--- config.mk ---
export PLATFORM = sky130hd
export DESIGN_NAME = regfile_scoreboard
export DESIGN_NICKNAME = d
export VERILOG_FILES = /design/src/rtl/regfile_scoreboard.sv
export SDC_FILE = /design/constraint.sdc
export NUM_CORES = 1
export LEC_CHECK = 0
export CAP_MARGIN = 15
export CORE_MARGIN = 1
export CORE_UTILIZATION = 36
export CTS_CLUSTER_SIZE = 16
export DETAILED_ROUTE_END_ITERATION = 8
export PLACE_DENSITY = 0.66
export SYNTH_ARGS = -nofsm -noshare
export SYNTH_HDL_FRONTEND = slang
export SYNTH_SLANG_ARGS = --single-unit
--- constraint.sdc ---
create_clock -name clk -period 3.35 [get_ports clk]
set_clock_uncertainty 0.2 [all_clocks]
set_input_delay 0.67 -clock clk [delete_from_list [all_inputs] [get_ports clk]]
set_output_delay 0.67 -clock clk [all_outputs]
set_load 0.01 [all_outputs]
--- src/rtl/regfile_scoreboard.sv ---
// Register file with two combinational read ports, one write port,
// a per-register busy scoreboard with a registered busy count,
// optional write-to-read bypass and optional hardwired-zero R0.
module regfile_scoreboard #(
  parameter int unsigned DATA_W  = 8,
  parameter int unsigned ADDR_W  = 4,
  parameter int unsigned ZERO_R0 = 0,
  parameter int unsigned BYPASS  = 1
) (
  input  logic              clk,
  input  logic              rst_n,
  input  logic              clr_en,
  input  logic              wr_en,
  input  logic [ADDR_W-1:0] dst_id,
  input  logic [DATA_W-1:0] dst_in,
  input  logic              rsv_en,
  input  logic [ADDR_W-1:0] rsv_id,
  input  logic [ADDR_W-1:0] src1_id,
  input  logic [ADDR_W-1:0] src2_id,
  output logic [DATA_W-1:0] src1_out,
  output logic [DATA_W-1:0] src2_out,
  output logic              src1_busy,
  output logic              src2_busy,
  output logic [ADDR_W:0]   busy_cnt
);

  localparam int unsigned DEPTH = 1 << ADDR_W;

  logic [DATA_W-1:0] regs_q [DEPTH];
  logic [DEPTH-1:0]  busy_q;
  logic [DEPTH-1:0]  busy_d;
  logic [ADDR_W:0]   cnt_q;
  logic [ADDR_W:0]   cnt_d;

  logic              wr_eff;
  logic              rsv_eff;
  logic              cnt_inc;
  logic              cnt_dec;

  logic [ADDR_W-1:0] rd_id   [2];
  logic [DATA_W-1:0] rd_data [2];
  logic              rd_busy [2];

  // Qualify write/reserve (R0 suppression) and compute next busy vector and count
  always_comb begin
    wr_eff  = wr_en  && !((ZERO_R0 != 0) && (dst_id == '0));
    rsv_eff = rsv_en && !((ZERO_R0 != 0) && (rsv_id == '0));
    busy_d  = busy_q;
    if (wr_eff) begin
      busy_d[dst_id] = 1'b0;
    end
    if (rsv_eff) begin
      busy_d[rsv_id] = 1'b1;
    end
    // Net change only: a reserve of a busy register or a write of an idle one
    // leaves the count alone; a write cancelled by a same-id reserve does not decrement.
    cnt_inc = rsv_eff && !busy_q[rsv_id];
    cnt_dec = wr_eff && busy_q[dst_id] && !(rsv_eff && (rsv_id == dst_id));
    cnt_d   = cnt_q + {{ADDR_W{1'b0}}, cnt_inc} - {{ADDR_W{1'b0}}, cnt_dec};
  end

  // Register array, busy bits and busy count with async reset and sync clear
  always_ff @(posedge clk or negedge rst_n) begin
    if (!rst_n) begin
      for (int unsigned i = 0; i < DEPTH; i++) begin
        regs_q[i] <= '0;
      end
      busy_q <= '0;
      cnt_q  <= '0;
    end else if (clr_en) begin
      for (int unsigned i = 0; i < DEPTH; i++) begin
        regs_q[i] <= '0;
      end
      busy_q <= '0;
      cnt_q  <= '0;
    end else begin
      if (wr_eff) begin
        regs_q[dst_id] <= dst_in;
      end
      busy_q <= busy_d;
      cnt_q  <= cnt_d;
    end
  end

  // Combinational read ports with optional bypass and hardwired-zero R0
  always_comb begin
    rd_id[0] = src1_id;
    rd_id[1] = src2_id;
    for (int unsigned p = 0; p < 2; p++) begin
      rd_data[p] = regs_q[rd_id[p]];
      rd_busy[p] = busy_q[rd_id[p]];
      if ((BYPASS != 0) && wr_en && (rd_id[p] == dst_id)) begin
        rd_data[p] = dst_in;
        // Same-cycle reserve is not forwarded, but it does cancel the forwarded clear.
        if (!(rsv_en && (rsv_id == dst_id))) begin
          rd_busy[p] = 1'b0;
        end
      end
      if ((ZERO_R0 != 0) && (rd_id[p] == '0)) begin
        rd_data[p] = '0;
        rd_busy[p] = 1'b0;
      end
    end
  end

  assign src1_out  = rd_data[0];
  assign src2_out  = rd_data[1];
  assign src1_busy = rd_busy[0];
  assign src2_busy = rd_busy[1];
  assign busy_cnt  = cnt_q;

endmodule
==> results of run 1 <==
[per-layer routing]
metal	GRT usage, %	vias up
met5	0	-
met1	31.00	3954
li1	-	3310
met3	4.242	81
met2	37.83	417
met4	10.35	0
[worst max-delay path by stage]
stage,start,to,slack (ps)
6_report,src2_id[0],src2_busy,30
5_1_grt,busy_q[15]$_DFF_PN0_,busy_cnt[4]$_DFF_PN0_,-60
4_1_cts,rsv_id[0],busy_cnt[4]$_DFF_PN0_,-4
3_5_place_dp,dst_id[0],busy_cnt[4]$_DFF_PN0_,-880
3_3_place_gp,dst_id[0],busy_cnt[4]$_DFF_PN0_,-880
2_1_floorplan,dst_id[0],busy_cnt[4]$_DFF_PN0_,-160
[state kept, by name, summed over array words and instances (netlist names)]
| name | count |
|---|---|
| regs_q | 128 |
| busy_q | 16 |
| busy_cnt | 5 |
[power breakdown]
| part | internal [W] | leakage (nW) | switching [W] | total (W) |
|---|---|---|---|---|
| combinational | 0.000341 | 3.04 | 0.000389 | 0.000730 |
| sequential | 0.00184 | 2.06 | 0.0000349 | 0.00187 |
| clock | 0.00118 | 0.279 | 0.000723 | 0.00191 |
| total | 0.00336 | 5.38 | 0.00115 | 0.00451 |
[Yosys cell counts, types with 5 or more instances]
library cell	count	area share, %
o21ai_0	82	4.4
buf_6	10	1.2
ha_1	5	0.66
nor2_1	64	2.5
buf_2	16	0.85
dfrtp_1	149	40
xor2_1	11	1.0
mux4_2	37	8.8
clkbuf_1	50	2.0
nand3_1	15	0.80
mux2_2	16	1.9
nor2b_1	5	0.33
mux4_1	47	13
a21oi_1	91	4.8
mux2i_1	96	10
nand2_1	90	3.6
inv_1	9	0.36
nand2b_1	8	0.53
buf_1	9	0.36
[worst max-delay path: cells and delay by family]
kind | cells | cell delay [ps]
multiplexers | 2 | 1010
buffers and inverters | 4 | 620
AO/OA/AOI/OAI | 1 | 130
[cell type report]
cell class	count	share of cell area [%]
flip-flops and latches	149	31.76
well taps	330	3.514
repair buffers	175	15.03
clock buffers	26	4.334
multi-input cells	598	44.50
inverters	9	0.2875
clock inverters	3	0.5750
[cells by family (layout without fill, tap and decap cells)]
group / count (synthesis) / after routing
compound gates: 183 / 183
xor+xnor: 14 / 14
fa+ha+maj: 6 / 6
buf+inv: 98 / 213
flops: 149 / 149
mux: 196 / 196
simple gates: 199 / 199
[through the flow]
step	setup slack, ps	std cells	TNS [ps]	utilization, %	hold WS [ps]
after floorplan	-158.9	845	-158.9	-	174.4
after global placement	-876.6	1246	-8568	43.13	310.1
after detailed placement	-877.5	1246	-8680	43.13	324.9
after CTS	-4.320	1290	-4.320	46.27	8.097
after global routing	-60.88	1290	-69.03	46.26	9.261
final	26.13	1290	0	46.26	-15.76
[cell usage in the layout, fill, tap and decap left out, types with 4 or more instances in the layout]
cell	instances
clkbuf_1	4
clkbuf_8	5
nand2_1	90
nor2b_1	4
buf_6	8
a21oi_1	91
mux4_2	57
nor2_1	64
buf_12	21
mux2i_2	7
ha_1	4
buf_4	93
o21ai_0	81
nand2b_1	8
clkbuf_16	17
buf_2	12
mux2i_1	87
clkdlybuf4s50_1	17
dfrtp_1	146
dlygate4sd2_1	5
nand3_1	14
xor2_1	11
clkbuf_2	7
mux4_1	27
mux2_2	13
inv_1	9
[repair_timing]
action,CTS,global route
buffers inserted,9,0
gates resized for setup,112,26
hold buffers,0,0
endpoints found under the setup margin,22,13
pin swaps,5,4
cloned,6,0
==> impl_metrics.yaml, run 1 <==
finish:
  seq_area_mm2: 0.003732
  multi_input_area_mm2: 0.005229
  final_design_area_no_fill_mm2: 0.01175
  fin_nets: 985
  fill_cells: 2292
  drive_gt1_share_pct: 28.13
  antenna_cells: 0
  area_growth_pct: 24.66
setup_path:
  crit_type: "in -> out"
  crit_slowest_cell: "mux4_1"
  cp-end-kind: "output port"
  r2r_start: "busy_q[15]$_DFF_PN0_"
  rr_endpoint: "busy_cnt[4]$_DFF_PN0_"
  crit_chain: "buf_8, buf_12, buf_6, mux4_1, mux4_2, o21a_1, clkdlybuf4s15_1"
  worstPathArrival_ps: 2450
  rr_worst_depth: 12
  r2r_slack_ps: 80
  startpoint_type: "primary input"
  worstPathMaxFanout: 5
  max_stage_delay_ps: 550
  required_ps: 2480
run_status:
  failed_checks: "negative hold slack"
  status: "finished, violations left"
logic_synthesis:
  synth_nets: 880
  synth-xor-area-share_pct: 1.301
  synthFlopType: "dfrtp_1"
  syn_area_mm2: 0.009425
  synthAdderAreaFrac_pct: 0.8761
  yosys_warnings: 0
  synth_compound_area_share_pct: 10.06
  avgSynthCellArea_um2: 11.15
  syn_inst: 845
  synth_top_family_by_area: "multiplexers"
  ys_ff_latch: 149
  synth_edf_count: 0
  async_flop_share_pct: 100.0
  yosysUniqueCellTypes: 37
  synth_mux_area_share_pct: 34.05
  synth-simple-area-share_pct: 9.080
  ys_seq_area_share_pct: 39.56
sta:
  setup_viol: 0
  hold_viol_final: 6
  rsz0062_at_grt: "yes"
  period_share_pct: 99.22
  relSlewSlack_pct: 23.56
  hold_ws_ps: -15.76
  finalMaxSlewViolations: 0
  fmax_mhz: 300.9
  fin_crit_ps: 3324
  tightest_slew_ps: 1142
power_and_ir_drop:
  p_per_area_mw_per_mm2: 383.9
  totalPowerFinal_w: 0.004511
  leakagePower_nw: 5.380
  vdd_ir_drop_max_v: 0.0003787
clock_tree:
  cts_buffers: 17
  cts_tree: "yes"
  cts-root-buf: "clkbuf_16"
  clockBufferDepth: 2
  path_clk_slew_ps: 50
  cts.sinks: 149
  clock_latency_ps: 420
  cts-htree-levels: 4
route:
  wl_met1_mm: 12.07
  drt-vias-per-instance: 6.017
  wl_met2_mm: 14.46
  drt_iter0_drc: 807
  detail_route.wirelength_mm: 30.05
  via_count: 7762
  top_layer: "met4"
  ant_nets: 0
  routedWlPerCell_um: 23.30
  first_pass_iters: 5
  drcViolationCount: 0
  wl_met3_mm: 2.328
placed_design:
  port_buffers: 51
  placed_area_mm2: 0.01095
  hpwl_mm: 19.71
  gp_congestion: 0.8717
floorplanning:
  fp.dieH_um: 163.8
  core_area_mm2: 0.02540
  fp.dieW_um: 163.8
  placementRows: 58
  dieArea_mm2: 0.02683
  io_pins: 52
  start_util_pct: 37.11
global_route:
  antenna_found_initial: 0
  grt_max_degree: 76
  overflow: 0
  track_usage_pct: 23.51
  grt_pass1_vias: 7829
  grt_pass1_wl_mm: 46.95
worst_hold_path:
  min-delay-path-class: "in -> async"
job:
  max_cap_violations: 0
No activity file was read; power rests on OpenSTA's default activity.
==> run 2, diff against run 1 <==
--- a/config.mk
+++ b/config.mk
@@ -8,9 +8,10 @@
 export CAP_MARGIN = 15
 export CORE_MARGIN = 1
 export CORE_UTILIZATION = 36
+export CTS_BUF_LIST = sky130_fd_sc_hd__clkbuf_4 sky130_fd_sc_hd__clkbuf_8 sky130_fd_sc_hd__clkbuf_16
 export CTS_CLUSTER_SIZE = 16
 export DETAILED_ROUTE_END_ITERATION = 8
-export PLACE_DENSITY = 0.66
+export PLACE_DENSITY = 0.65
 export SYNTH_ARGS = -nofsm -noshare
 export SYNTH_HDL_FRONTEND = slang
 export SYNTH_SLANG_ARGS = --single-unit
==> constraint.sdc (replaced) <==
create_clock -name clk -period 3.2 [get_ports clk]
set_clock_uncertainty 0.2 [all_clocks]
set_input_delay 0.64 -clock clk [delete_from_list [all_inputs] [get_ports clk]]
set_output_delay 0.64 -clock clk [all_outputs]
set_load 0.01 [all_outputs]
==> run 2 against run 1 <==
The flow finishes with violations (negative setup slack). Global-route usage shrank 0.24 points. Design area grew 2.0%. Wire length is essentially flat. Sequential cell count is the same. Sequential share of layout area shrank 0.66 points. Register-to-register slack is essentially flat. Combinational power grew 10%. Critical path type unchanged. Largest power group unchanged.
==> impl_metrics.yaml, run 2 (synthesis results as in run 1) <==
global_route:
  met2_usage_pct: 38.41
  grt_use_met1_pct: 29.83
  grt_use_met3_pct: 4.646
  grt_pass1_wl_mm: 46.40
  antenna_found_initial: 0
  grt_pass1_vias: 7886
  grt_busiest_layer: "met2"
  track_usage_pct: 23.27
  overflow: 0
  grt_max_degree: 65
placed_design:
  placed_area_mm2: 0.01106
  hpwl_mm: 20.22
  port_buffers: 51
  pre_cts_ws_ps: -1016
  gp_congestion: 0.8635
finish:
  drive_gt1_share_pct: 30.58
  multi_input_area_mm2: 0.005263
  final_design_area_no_fill_mm2: 0.01199
  seq_area_mm2: 0.003730
  fin_nets: 1003
  top_register: "regs_q"
  largest_reg_flops: 128
  final_cell_mix: "dfrtp_1 (148), buf_4 (106), mux2i_1 (91), nand2_1 (90), a21oi_1 (90)"
  area_growth_pct: 27.21
  antenna_cells: 0
  fill_cells: 2307
  final_common_cell: "dfrtp_1"
clock_tree:
  cts-root-buf: "clkbuf_16"
  clock_latency_ps: 420
  path_clk_slew_ps: 60
  cts.sinks: 149
  cts_tree: "yes"
  cts_buffers: 17
  cts-htree-levels: 4
  clockBufferDepth: 2
floorplanning:
  fp.dieH_um: 163.8
  fp.dieW_um: 163.8
  dieArea_mm2: 0.02683
  start_util_pct: 37.11
  core_area_mm2: 0.02540
  io_pins: 52
  placementRows: 58
sta:
  setup_viol: 1
  tns_ps: -8.190
  hold_viol_final: 0
  relSlewSlack_pct: 20.35
  period_share_pct: 100.3
  finalMaxSlewViolations: 0
  fin_crit_ps: 3208
  hold_ws_ps: 339.3
  layout_setup_ws_ps: -8.190
  fmax_mhz: 311.7
  rsz0062_at_grt: "yes"
  tightest_slew_ps: 1190
route:
  detail_route.wirelength_mm: 30.06
  drt-vias-per-instance: 5.937
  first_pass_iters: 5
  ant_nets: 0
  via_count: 7783
  routedWlPerCell_um: 22.93
  drcViolationCount: 0
  drt_iter0_drc: 797
job:
  max_cap_violations: 0
setup_path:
  worstPathArrival_ps: 2370
  startpoint_type: "primary input"
  max_stage_delay_ps: 500
  crit_slowest_cell: "mux4_2"
  crit_type: "in -> out"
  cp-end-kind: "output port"
  worstPathMaxFanout: 8
  cp_top_family: "multiplexers"
  path_buf_inv: 5
  critPathMostFrequentCell: "buf_12"
  crit_chain: "buf_12, buf_12, buf_12, buf_12, mux4_2, mux2i_2, mux2i_1, mux2_4, buf_6"
  required_ps: 2360
power_and_ir_drop:
  leakagePower_nw: 5.501
  totalPowerFinal_w: 0.004938
  vdd_ir_drop_max_v: 0.0003624
  p_per_area_mw_per_mm2: 411.8
run_status:
  status: "finished, violations left"
  failed_checks: "negative setup slack"
worst_hold_path:
  min-delay-path-class: "reg -> reg"
run 2: final cells by class:
class / instances / share of cell area [%]
Multi-Input combinational cell: 598 / 43.89
Timing Repair Buffer: 193 / 15.97
Tap cell: 330 / 3.444
Inverter: 9 / 0.2818
Clock buffer: 20 / 3.840
Clock inverter: 12 / 1.471
Sequential cell: 149 / 31.11
run 2: stage by stage:
stage                     std cells  utilization (%)
final                          1311            47.21
after global routing           1311            47.21
after detailed placement       1263            43.53
after CTS                      1308            46.75
after floorplan                 845                -
after global placement         1263            43.53
run 2: metal layers:
layer	share of wire, %	vias up
li1	-	3353
met3	7.1	63
met2	50	346
met1	40	4021
met5	0	-
met4	3.1	0
run 2: worst paths after layout:
kind,from,end,slack [ps],depth (start not counted)
worst max-delay path,src2_id[0],src2_out[2],-8,9
max in group asynchronous,rst_n,regs_q[49]$_DFFE_PN0P_,1470,3
worst min-delay path,regs_q[122]$_DFFE_PN0P_,regs_q[122]$_DFFE_PN0P_,340,2
worst min register to register,regs_q[122]$_DFFE_PN0P_,regs_q[122]$_DFFE_PN0P_,340,2
min in group asynchronous,rst_n,busy_q[10]$_DFF_PN0_,550,2
worst max register to register,busy_q[7]$_DFF_PN0_,busy_cnt[4]$_DFF_PN0_,80,12
run 2: worst reg2reg max path: cells and delay by family (launching register included):
family	cells	cell delay (ps)
compound gates	2	210
fa+ha+maj	3	680
buf+inv	2	90
flops	1	430
mux	2	950
simple gates	3	410
run 2: report_power, final:
part           total [W]  internal, W  switching [W]
registers        0.00196      0.00192      0.0000333
clock network    0.00218      0.00136       0.000821
logic           0.000804     0.000377       0.000427
run 2: repair_timing:
item                                    4_1_cts  5_1_grt
endpoints found under the hold margin         3        0
endpoints found under the setup margin       22       17
gates cloned                                  4        0
hold buffers                                  1        0
setup buffers                                 8        4
pin swaps                                     6        7
gates resized for setup                     139       38
==> run 3, diff against run 2 <==
--- a/config.mk
+++ b/config.mk
@@ -5,7 +5,7 @@
 export SDC_FILE = /design/constraint.sdc
 export NUM_CORES = 1
 export LEC_CHECK = 0
-export CAP_MARGIN = 15
+export CAP_MARGIN = 20
 export CORE_MARGIN = 1
 export CORE_UTILIZATION = 36
 export CTS_BUF_LIST = sky130_fd_sc_hd__clkbuf_4 sky130_fd_sc_hd__clkbuf_8 sky130_fd_sc_hd__clkbuf_16
==> results of run 3 <==
Same layout as run 2: the final DEF is identical, and so are final timing and power.
